[config.mk]
export PLATFORM = sky130hd
export DESIGN_NAME = pipe_hazard_ctrl
export DESIGN_NICKNAME = d
export VERILOG_FILES = /design/src/rtl/pipe_hazard_ctrl.sv
export SDC_FILE = /design/constraint.sdc
export NUM_CORES = 1
export LEC_CHECK = 0
export ABC_AREA = 1
export BUFFER_PORTS_ARGS = -buffer_cell sky130_fd_sc_hd__buf_2
export CORE_UTILIZATION = 55
export DETAILED_ROUTE_END_ITERATION = 10
export PLACE_DENSITY_LB_ADDON = 0.12
export SYNTH_ARGS = -nofsm -noshare
export SYNTH_HDL_FRONTEND = slang
export SYNTH_SLANG_ARGS = --single-unit
[constraint.sdc]
create_clock -name clk -period 7.2 [get_ports clk]
set_clock_uncertainty 0.1 [all_clocks]
set_input_delay 1.44 -clock clk [delete_from_list [all_inputs] [get_ports clk]]
set_output_delay 1.44 -clock clk [all_outputs]
set_load 0.01 [all_outputs]
[src/rtl/pipe_hazard_ctrl.sv]
// ----------------------------------------------------------------------------
// pipe_hazard_ctrl
//   Pipeline stall/flush controller. Merges NUM_REQ stall requests into
//   per-stage stall and bubble vectors and issues stage flushes. A flush that
//   collides with a stall from an older stage is held as a pending flush and
//   applied on the first ready cycle where it no longer collides. Also keeps
//   per-source saturating stall counters and a sticky stall-timeout watchdog.
//
// Ports
//   clk, rst          clock, asynchronous active-high reset
//   rdy               global ready; low freezes the whole pipeline
//   stall_req_i       per-source stall request
//   flush_req_i       flush request
//   flush_stage_i     oldest stage to squash (stages 0..F are flushed)
//   perf_sel_i        counter select (values >= NUM_REQ read 0)
//   perf_clr_i        clear all performance counters
//   stall_o           bit k: hold stage k's pipeline register
//   bubble_o          bit k: load a NOP into stage k
//   flush_o           bit k: squash stage k
//   flush_pending_o   a deferred flush is being held
//   stall_timeout_o   sticky watchdog flag
//   perf_cnt_o        selected counter value
// ----------------------------------------------------------------------------
module pipe_hazard_ctrl #(
   parameter int NUM_STAGES = 5,
   parameter int STAGE_W    = 3,
   parameter int NUM_REQ    = 4,
   parameter logic [NUM_REQ*STAGE_W-1:0] REQ_STAGE = 12'h4C8,
   parameter int CNT_W      = 16,
   parameter int TIMEOUT    = 1024
) (
   input  logic                  clk,
   input  logic                  rst,
   input  logic                  rdy,
   input  logic [NUM_REQ-1:0]    stall_req_i,
   input  logic                  flush_req_i,
   input  logic [STAGE_W-1:0]    flush_stage_i,
   input  logic [STAGE_W-1:0]    perf_sel_i,
   input  logic                  perf_clr_i,
   output logic [NUM_STAGES-1:0] stall_o,
   output logic [NUM_STAGES-1:0] bubble_o,
   output logic [NUM_STAGES-1:0] flush_o,
   output logic                  flush_pending_o,
   output logic                  stall_timeout_o,
   output logic [CNT_W-1:0]      perf_cnt_o
);

   localparam int TCNT_W = $clog2(TIMEOUT + 1);

   logic                 pend_reg;
   logic [STAGE_W-1:0]   pend_stage_reg;
   logic [TCNT_W-1:0]    tcnt_reg;
   logic                 timeout_reg;
   logic [NUM_REQ*CNT_W-1:0] cnt_flat;

   logic                 stall_any;
   logic [STAGE_W-1:0]   d_stage;
   logic                 flush_any;
   logic [STAGE_W-1:0]   eff_f;
   logic                 flush_ok;

   // Deepest (oldest) stage requested to stall this cycle.
   always_comb begin
      stall_any = 1'b0;
      d_stage   = '0;
      for (int i = 0; i < NUM_REQ; i++) begin
         if (stall_req_i[i]) begin
            stall_any = 1'b1;
            if (REQ_STAGE[i*STAGE_W +: STAGE_W] > d_stage)
               d_stage = REQ_STAGE[i*STAGE_W +: STAGE_W];
         end
      end
   end

   // Effective flush: a held flush is max-merged with a new request, since
   // squashing the older boundary also covers the younger one.
   always_comb begin
      flush_any = pend_reg | flush_req_i;
      if (pend_reg && flush_req_i && (flush_stage_i > pend_stage_reg))
         eff_f = flush_stage_i;
      else if (pend_reg)
         eff_f = pend_stage_reg;
      else
         eff_f = flush_stage_i;
      flush_ok = flush_any && (!stall_any || (d_stage <= eff_f));
   end

   always_comb begin
      stall_o  = '0;
      bubble_o = '0;
      flush_o  = '0;
      if (rst) begin
         stall_o = '0;
      end else if (!rdy) begin
         stall_o = '1;
      end else if (flush_ok) begin
         // Stages older than the flush boundary but still stalled keep holding.
         for (int k = 0; k < NUM_STAGES; k++) begin
            flush_o[k] = (k <= int'(eff_f));
            stall_o[k] = stall_any && (k > int'(eff_f)) && (k <= int'(d_stage));
         end
      end else if (stall_any) begin
         for (int k = 0; k < NUM_STAGES; k++) begin
            stall_o[k]  = (k <= int'(d_stage));
            bubble_o[k] = (k == int'(d_stage) + 1);
         end
      end
   end

   // Pending flush register. A flush that is not applicable can only occur
   // while a stall is active, so it is captured; otherwise it applies now.
   always_ff @(posedge clk or posedge rst) begin
      if (rst) begin
         pend_reg       <= 1'b0;
         pend_stage_reg <= '0;
      end else if (rdy) begin
         if (flush_ok) begin
            pend_reg <= 1'b0;
         end else if (flush_any) begin
            pend_reg       <= 1'b1;
            pend_stage_reg <= eff_f;
         end
      end
   end

   // Per-source saturating stall counters.
   generate
      for (genvar gi = 0; gi < NUM_REQ; gi++) begin : gen_cnt
         logic [CNT_W-1:0] cnt_reg;
         always_ff @(posedge clk or posedge rst) begin
            if (rst)
               cnt_reg <= '0;
            else if (rdy) begin
               if (perf_clr_i)
                  cnt_reg <= '0;
               else if (stall_req_i[gi] && (cnt_reg != '1))
                  cnt_reg <= cnt_reg + 1'b1;
            end
         end
         assign cnt_flat[gi*CNT_W +: CNT_W] = cnt_reg;
      end
   endgenerate

   always_comb begin
      perf_cnt_o = '0;
      for (int i = 0; i < NUM_REQ; i++)
         if (int'(perf_sel_i) == i)
            perf_cnt_o = cnt_flat[i*CNT_W +: CNT_W];
   end

   // Watchdog: counts consecutive ready stall cycles; the flag rises on the
   // same edge the count reaches TIMEOUT and then sticks until reset.
   always_ff @(posedge clk or posedge rst) begin
      if (rst) begin
         tcnt_reg    <= '0;
         timeout_reg <= 1'b0;
      end else if (rdy) begin
         if (stall_any) begin
            if (tcnt_reg != TCNT_W'(TIMEOUT))
               tcnt_reg <= tcnt_reg + 1'b1;
            if (tcnt_reg == TCNT_W'(TIMEOUT - 1))
               timeout_reg <= 1'b1;
         end else begin
            tcnt_reg <= '0;
         end
      end
   end

   assign flush_pending_o = pend_reg;
   assign stall_timeout_o = timeout_reg;

endmodule
# Word-level counts from Yosys, hierarchy flattened
# Index checks and enable logic that the tools add are counted.
dict set report totals {
  register_bits 80
  in_bits 15
  output_inout_bits 33
  wordCells 116
}
dict set report op_classes {
  n_addsub 6
  magnitude_cmp 16
  n_eq_ne 14
  mux 38
  bitwise_logic 2
  n_reduce_logical 32
}
# operator count
set ops {}
lappend ops {{16-bit 2-to-1 mux} 12}
lappend ops {{16-bit by 1-bit adder with 16-bit output, second input constant} 4}
lappend ops {{3-bit by 32-bit == test with 1-bit output, first input constant} 2}
lappend ops {{16-bit inequality test, second input constant} 4}
lappend ops {{5-bit 2-to-1 mux} 11}
lappend ops {{2-bit by 32-bit == test with 1-bit output, first input constant} 1}
lappend ops {{32-bit logical NOT} 1}
lappend ops {{11-bit 2-to-1 mux} 2}
lappend ops {{3-bit 2-to-1 mux} 6}
lappend ops {{1-bit logical AND} 15}
lappend ops {{2-bit by 3-bit > comparator with 1-bit output, first input constant} 4}
lappend ops {{2-bit by 3-bit less-or-equal comparator with 1-bit output, first input constant} 4}
lappend ops {{2-bit AND reduction} 6}
lappend ops {{11-bit by 1-bit adder with 11-bit output, second input constant} 1}
lappend ops {{11-bit by 10-bit == test with 1-bit output, second input constant} 1}
lappend ops {{11-bit inequality test, second input constant} 1}
lappend ops {{2-bit nonzero test} 5}
lappend ops {{1-bit 2-to-1 mux} 7}
lappend ops {{3-bit == test, second input constant} 2}
lappend ops {{1-bit by 3-bit less-or-equal comparator with 1-bit output, first input constant} 2}
lappend ops {{3-bit less-or-equal comparator, first input constant} 2}
lappend ops {{3-bit AND reduction} 2}
lappend ops {{3-bit by 1-bit adder with 4-bit output, second input constant} 1}
lappend ops {{3-bit by 4-bit == test with 1-bit output, first input constant} 1}
lappend ops {{11 further kinds} 11}

# Logic depth before layout (Yosys ltp)
# Gate-level depths: netlist of the first run.
dict set report depth {
  ltp_word 13
  depth_mapped 16
  depth_no_buf 16
}

# Worst setup path before layout of the first run
# OpenSTA, ideal clock, no wires.
dict set report synth_timing {
  kind {input to output}
  from {input port rst}
  to {output port stall_o[0]}
  t_arrival_ns 3.449
  path_slack_ns 2.211
  stages 3
  n_path_buf 0
  path_cell_list {inv_1 nand3_1 nand2_1}
}
dict set report synth_via {
  elab_chain_len 1
}
# item line_no
set synth_lines {}
lappend synth_lines {{start, declared} 33} ;# input logic rst,
lappend synth_lines {{5-bit 2-to-1 mux} 92} ;# if (rst) begin
lappend synth_lines {{end, declared} 40} ;# output logic [NUM_STAGES-1:0] stall_o,
# Every way passes these cells.

# Final worst setup path of the first run
dict set report layout_timing {
  from {input port flush_stage_i[0]}
  to {output port bubble_o[1]}
}
dict set report layout_via {
  elab_chain_len 9
}
# item line_no
set layout_lines {}
lappend layout_lines {{start, declared} 37} ;# input logic [STAGE_W-1:0] flush_stage_i,
lappend layout_lines {{3-bit > comparator} 79} ;# if (pend_reg && flush_req_i && (flush_stage_i > pend_stage_reg))
lappend layout_lines {{1-bit logical AND} 79}
lappend layout_lines {{3-bit 2-to-1 mux (*)} 79}
lappend layout_lines {{net eff_f[0]} 59} ;# logic [STAGE_W-1:0] eff_f;
lappend layout_lines {{3-bit less-or-equal comparator (*)} 85} ;# flush_ok = flush_any && (!stall_any || (d_stage <= eff_f));
lappend layout_lines {{1-bit logical OR (*)} 85}
lappend layout_lines {{1-bit logical AND (*)} 85}
lappend layout_lines {{5-bit 2-to-1 mux (*)} 96} ;# end else if (flush_ok) begin
lappend layout_lines {{5-bit 2-to-1 mux (*)} 94} ;# end else if (!rdy) begin
lappend layout_lines {{5-bit 2-to-1 mux (*)} 92}
lappend layout_lines {{end, declared} 41} ;# output logic [NUM_STAGES-1:0] bubble_o,
# The timed path passes the listed nets; every way through them passes the cells marked *.

==> impl_summary.txt, run 1 <==
----------------------------------------------------
[Floorplanning]
  Initial core utilization ... a little under three fifths
  I/O pins ... 48
  Area of the die ... ~0.011 mm²
  Vert. Die Dim ... between 100 and 150 µm
  Cell Rows ... 36
  Chip Width ... ~100 µm
  Total core area ... about 0.01 mm²

[Min path]
  Class of the most critical hold timing path ... flip-flop to flip-flop

[Pwr]
  Clock network power share ... slightly below 30%
  Leakage power figure ... roughly 2.8 nW
  Power density relative to cell area ... roughly 170 mW/mm²
  VDD IR max ... 131 µV
  Power share of the sequential group ... about 50%
  Internal Power ... ~700 µW
  Comb pwr share ... a little over a fifth
  Switching power ... 350 µW
  Share of total power consumed by net switching ... between 30% and 40%

[Final layout]
  Number of flip-flops in the largest register ... 64
  Fraction of layout cells with a size suffix above 1 ... about an eighth
  # diodes ... 0
  Final layout net count ... 868
  Area overhead of the layout relative to synthesis ... 8.17%
  Commonest non-fill, non-tap cell in the layout ... nand2_1
  Leading cell types in the layout, fill and taps excluded ... nand2_1, nor2_1, dfrtp_1, nand3_1, inv_1

[Placed design]
  DP Wirelength ... between 10,000 and 15,000 µm
  Setup Slack @ Placement ... about 2 ns
  RePlAce Congestion ... between 0.9 and 1
  Number of buffers inserted by port buffering ... 46

[Clock network]
  Post CTS Setup Buffer Count ... 0
  Insertion delay to the later sink of the worst-skew pair ... roughly 0.37 ns
  Post-CTS Resized ... 0
  Post-CTS Hold Buffers ... 0
  H-tree depth ... 3
  Root buffer cell ... clkbuf_8
  Total clock buffers created by CTS ... 9
  CTS tree ... built
  Clock tree sinks ... 80
  Reg clk slew, reported paths ... around 0.070 ns
  Maximum clock path buffer count ... 2

[Critical path]
  Worst path bufs/invs ... 4
  Critical path class ... primary input to output port
  Crit path max-delay cell type ... ha_1
  Max incr delay on CP ... ~0.32 ns
  CP required ... ~5.7 ns
  Crit Path Max Fanout ... 6
  Crit path launch type ... primary input
  Worst-path cell chain ... buf_2, inv_1, ha_1, nand3_1, nand2_1, inv_2, nand2_1, nand2_1, nand2_1, ha_1, nor2_1, nor3_1, nor2_1, nand3_2, nand2_1, nand2_1, nor2_1, buf_2
  Data arrival time at the worst-slack endpoint ... around 3.7 ns
  Type of element capturing the critical path ... output port
  Most Frequent Cell on Critical Path ... nand2_1
  Kind of cell with the highest combined delay on the critical path ... simple AND/OR/NAND/NOR gates

[Logic synthesis]
  Syn. warnings ... 0
  Post-synth top area cell ... dfrtp_1
  Synthesized netlist net count ... a little over 800
  Share of the synthesized area in the top cell type ... about 36%
  Number of register bits inferred by synthesis ... 80
  Most area-consuming cells after synthesis ... dfrtp_1, nand2_1, nand3_1
  Flip-flop cell with the highest count after synthesis ... dfrtp_1
  Post-synthesis instance area ... 0.00560 mm²
  Synth unique cells ... 40
  Proportion of synthesized flip-flops having asynchronous set or reset ... between 90% and 100%
  Count of flip-flops with a built-in enable after synthesis ... 0
  Number of cells produced by synthesis ... between 800 and 900
  Proportion of synthesized chip area in sequential cells ... a little over a third
  Post-synthesis average cell area ... 6.95 µm²

[STA]
  Fin crit period ... around 5.3 ns
  Setup TNS Final ... 0 ns
  Unrepaired setup endpoints after global routing ... false
  Achievable frequency ... approximately 190 MHz
  Worst hold slack across all endpoints ... 0.378 ns
  Relative slew margins ... between 30% and 40%
  Final critical-path setup slack ... roughly 1.9 ns
  Least-Margin Pin Slew ... roughly 1.0 ns
  Total setup violations reported at the end of the flow ... 0
  Final max-slew violation count ... 0
  Period utilisation layout ... around three quarters
  Final Hold Viols ... 0

[Job]
  Max-Cap Viols ... 0

[Route]
  Routed length per instance ... 14.4 µm
  Post-Route WL ... between 10,000 and 15,000 µm
  Remaining design rule violation count ... 0
  Vias post-DR ... ~5,400
  Initial drt markers ... approximately 260
  Post-route antenna net violation count ... 0
  Via density per instance ... 5.52
  Iteration count of the initial detailed-routing pass ... 5

[GRT]
  Number of antenna violations at the first check in global routing ... 0
  Pin count of the biggest net entering global routing ... 81
  First-pass GRT wire length ... ~23,000 µm
  Number of global-route vias before repair ... 4,900
  Total GRT Usage ... between 20 and 30%
  Global route total overflow ... 0

[Status]
  Run status ... finished clean

----------------------------------------------------
-- synth_stat cells (8+ instances only) --
cell      instances
nand2_1         242
nor2_1           99
dfrtp_1          80
nand3_1          76
inv_1            64
o21ai_0          44
xor2_1           40
nor3_1           27
a221oi_1         13
ha_1             10
or2_2            10
xnor2_1           8
-- layout make-up --
class,count,area (µm²)
clock buffers,12,155
clock inverters,3,17.5
fillers,927,3760
inverters,71,270
multi-input cells,633,3210
flip-flops and latches,80,2000
well taps,133,166
repair buffers,48,245
-- power groups by stage --
| stage | Sequential [mW] | Clock, mW | Combinational [mW] |
|---|---|---|---|
| 2_1_floorplan | 0.518 | 0 | 0.167 |
| 3_3_place_gp | 0.526 | 0 | 0.210 |
| 3_5_place_dp | 0.528 | 0 | 0.219 |
| 4_1_cts | 0.519 | 0.315 | 0.221 |
| 5_1_grt | 0.524 | 0.334 | 0.253 |
| 6_report | 0.519 | 0.307 | 0.221 |
-- through the flow --
step | power (mW) | instance area, µm² | util (%) | instances
6_report | 1.05 | 6060 | 61.7 | 980
5_1_grt | 1.11 | 6060 | 61.7 | 980
4_1_cts | 1.05 | 6060 | 61.7 | 980
3_5_place_dp | 0.747 | 5890 | 60.0 | 965
3_3_place_gp | 0.736 | 5890 | 60.0 | 965
2_1_floorplan | 0.685 | 5600 | - | 806
-- logic make-up after synthesis --
group                      Yosys count  share of synthesized area [%]
and+or+nand+nor                    482                           36.8
AOI/OAI and AO/OA                   92                           10.6
buffers and inverters               93                           7.08
adders and majority gates           10                           2.23
DFF                                 80                           35.7
xor gates and xnor gates            48                           7.50
other                                1                         0.0669
-- per-layer routing --
metal / global-route usage [%] / routed length [µm] / vias to the layer above
li1: - / - / 2699
met1: 35.0 / 6330 / 2506
met2: 47.4 / 6550 / 160
met3: 4.00 / 681 / 40
met4: 15.6 / 575 / 0
met5: 0 / 0 / -
-- path summary, 6_finish.rpt --
| check | startpoint | end | slack, ns | cells past startpoint |
|---|---|---|---|---|
| max | flush_stage_i[0] | bubble_o[1] | 1.94 | 18 |
| min | stall_timeout_o | stall_timeout_o | 0.38 | 1 |
| max reg2reg | pend_stage_reg[2] | pend_stage_reg[0] | 4.63 | 14 |
| min reg2reg | stall_timeout_o | stall_timeout_o | 0.38 | 1 |
| max in group asynchronous | rst | gen_cnt[1].cnt_reg[10] | 5.01 | 3 |
| min in group asynchronous | rst | tcnt_reg[5] | 1.34 | 3 |
Power figures use the tool's default switching activity.
==> run 2, diff against run 1 <==
==> constraint.sdc (replaced) <==
create_clock -name clk -period 4.8 [get_ports clk]
set_clock_uncertainty 0.1 [all_clocks]
set_input_delay 0.96 -clock clk [delete_from_list [all_inputs] [get_ports clk]]
set_output_delay 0.96 -clock clk [all_outputs]
set_load 0.01 [all_outputs]
==> impl_summary.txt, run 2 (synthesized netlist as in run 1, its figures left out) <==
----------------------------------------------------
[Placed design]
  Setup Slack @ Placement ... 0.547 ns (-1.44 ns)
  RePlAce Congestion ... 0.923 (-0.35%)
  DP Wirelength ... 10,400 µm (+0.98%)
  Number of buffers inserted by port buffering ... 46 (unchanged)
  Placed cell count ... 965 (unchanged)

[Clock network]
  Reg clk slew, reported paths ... 0.08 ns (about the same)
  Root buffer cell ... clkbuf_8
  Maximum clock path buffer count ... 2 (unchanged)
  Post-CTS Resized ... 0 (unchanged)
  Clock tree sinks ... 80 (unchanged)
  Total clock buffers created by CTS ... 9 (unchanged)
  H-tree depth ... 3 (unchanged)
  Post-CTS Hold Buffers ... 0 (unchanged)
  Insertion delay to the later sink of the worst-skew pair ... 0.37 ns (about the same)
  CTS tree ... built
  Post CTS Setup Buffer Count ... 0 (unchanged)

[Pwr]
  Internal Power ... 1.07 mW (+53%)
  Comb pwr share ... 21.0% (about the same)
  Leakage power figure ... 2.79 nW (about the same)
  VDD IR max ... 135 µV (+2.8%)
  Switching power ... 518 µW (+48%)
  Power density relative to cell area ... 261 mW/mm² (+51%)
  Clock network power share ... 29.8% (+0.5 points)
  Power share of the sequential group ... 49.2% (-0.4 points)
  Share of total power consumed by net switching ... 32.7% (-0.74 points)

[Min path]
  Class of the most critical hold timing path ... flip-flop to flip-flop

[Job]
  Max-Cap Viols ... 0 (unchanged)

[Route]
  DR WL met2 ... 6610 µm (+0.98%)
  Initial drt markers ... 251 (-1.6%)
  Top metal layer carrying routed signals ... met4
  Routed length per instance ... 14.4 µm (about the same)
  Remaining design rule violation count ... 0 (unchanged)
  Met1 wire length ... 6360 µm (+0.47%)
  Vias post-DR ... 5,430 (+0.46%)
  Iteration count of the initial detailed-routing pass ... 5 (unchanged)
  Post-Route WL ... 14,100 µm (about the same)
  Via density per instance ... 5.55 (+0.57%)
  Routed wire length on met3 ... 759 µm (+11%)
  Post-route antenna net violation count ... 0 (unchanged)

[STA]
  Fin crit period ... 4.27 ns
  Period utilisation layout ... between 80% and 90%
  Achievable frequency ... 234 MHz
  Final critical-path setup slack ... 0.532 ns (-1.41 ns)
  Setup TNS Final ... 0 ns (unchanged)
  Total setup violations reported at the end of the flow ... 0 (unchanged)
  Final Hold Viols ... 0 (unchanged)
  Unrepaired setup endpoints after global routing ... false
  Least-Margin Pin Slew ... 1.03 ns (+0.0283 ns)
  Relative slew margins ... 31.2% (-1.9 points)
  Final max-slew violation count ... 0 (unchanged)

[Critical path]
  Type of element capturing the critical path ... output port
  Worst path bufs/invs ... 4 (unchanged)
  Most Frequent Cell on Critical Path ... nand2_1
  Kind of cell with the highest combined delay on the critical path ... simple AND/OR/NAND/NOR gates
  Crit path launch type ... primary input
  Crit path max-delay cell type ... ha_1
  Critical path class ... primary input to output port
  R2R setup slack ... 2.23 ns (-2.40 ns)
  Crit Path Max Fanout ... 6 (unchanged)
  Max incr delay on CP ... 0.32 ns (about the same)
  Worst-path cell chain ... buf_2, inv_1, ha_1, nand3_1, nand2_1, inv_2, nand2_1, nand2_1, nand2_1, ha_1, nor2_1, nor3_1, nor2_1, nand3_2, nand2_1, nand2_1, nor2_1, buf_2
  CP required ... 3.74 ns (-1.92 ns)
  Data arrival time at the worst-slack endpoint ... 3.21 ns (-0.51 ns)

[Floorplanning]
  Area of the die ... 0.0106 mm² (unchanged)
  Vert. Die Dim ... 103 µm (unchanged)
  Total core area ... 0.00982 mm² (unchanged)
  Initial core utilization ... 57.1% (unchanged)
  I/O pins ... 48 (unchanged)
  Cell Rows ... 36 (unchanged)
  Chip Width ... 103 µm (unchanged)

[Final layout]
  # diodes ... 0 (unchanged)
  Fraction of layout cells with a size suffix above 1 ... 12.2% (-0.10 points)
  Number of flip-flops in the largest register ... 64 (unchanged)
  Final layout net count ... 868 (unchanged)
  Commonest non-fill, non-tap cell in the layout ... nand2_1
  Number of cells in the finished layout apart from fillers ... 979 (-0.10%)
  Final core area utilization ... 61.8% (about the same)
  Leading cell types in the layout, fill and taps excluded ... nand2_1, nor2_1, dfrtp_1, nand3_1, inv_1
  Area overhead of the layout relative to synthesis ... 8.22% (about the same)

[GRT]
  Total GRT Usage ... 28.4% (+0.15 points)
  Number of global-route vias before repair ... 4,921 (+0.43%)
  Number of antenna violations at the first check in global routing ... 0 (unchanged)
  Pin count of the biggest net entering global routing ... 81 (unchanged)
  First-pass GRT wire length ... 23,300 µm (+1.1%)
  Global route total overflow ... 0 (unchanged)

[Status]
  Run status ... finished clean

----------------------------------------------------
## run 2: power by group through the flow
| stage | logic [mW] | clock network (mW) | registers [mW] |
|---|---|---|---|
| floorplan | 0.250 | 0 | 0.776 |
| global placement | 0.315 | 0 | 0.789 |
| detailed placement | 0.330 | 0 | 0.792 |
| CTS | 0.333 | 0.483 | 0.778 |
| global route | 0.385 | 0.511 | 0.786 |
| finish | 0.332 | 0.472 | 0.780 |
## run 2: path summary, 6_finish.rpt
check | end | startpoint | cells after the start
worst max register to register | pend_stage_reg[0] | pend_stage_reg[2] | 13
min in group asynchronous | tcnt_reg[6] | rst | 3
worst min-delay path | stall_timeout_o | stall_timeout_o | 1
max in group asynchronous | gen_cnt[1].cnt_reg[2] | rst | 3
worst max-delay path | bubble_o[1] | flush_stage_i[0] | 18
worst min register to register | stall_timeout_o | stall_timeout_o | 1
## run 2: final cells by class
| type | count | area, µm² |
|---|---|---|
| well taps | 133 | 166 |
| inverters | 71 | 270 |
| fillers | 956 | 3750 |
| repair buffers | 48 | 245 |
| clock inverters | 4 | 47.5 |
| clock buffers | 10 | 128 |
| multi-input cells | 633 | 3210 |
| flip-flops and latches | 80 | 2000 |
## run 2: stage by stage
step / hold WS (ns) / instance area, µm² / power, mW
6_report: 0.380 / 6060 / 1.58
5_1_grt: 0.392 / 6060 / 1.68
4_1_cts: 0.381 / 6060 / 1.59
3_5_place_dp: 0.363 / 5890 / 1.12
3_3_place_gp: 0.356 / 5890 / 1.10
2_1_floorplan: 0.353 / 5600 / 1.03
## run 2: routing by layer
| metal | GRT usage [%] | vias up |
|---|---|---|
| li1 | - | 2696 |
| met1 | 36.9 | 2543 |
| met2 | 47.0 | 161 |
| met3 | 3.86 | 30 |
| met4 | 13.1 | 0 |
| met5 | 0 | - |
## run 2: worst reg2reg max path, stage by stage (launching register included)
cell and delay (ns):
dfrtp_1 0.37, inv_1 0.05, ha_1 0.32, a21oi_1 0.16, nand2_1 0.11, nand2_1 0.13, nand2_1 0.06, nand2_1 0.10
ha_1 0.24, nor2_1 0.12, nor3_1 0.06, nor2_1 0.17, nand4_1 0.25, o21ai_0 0.25
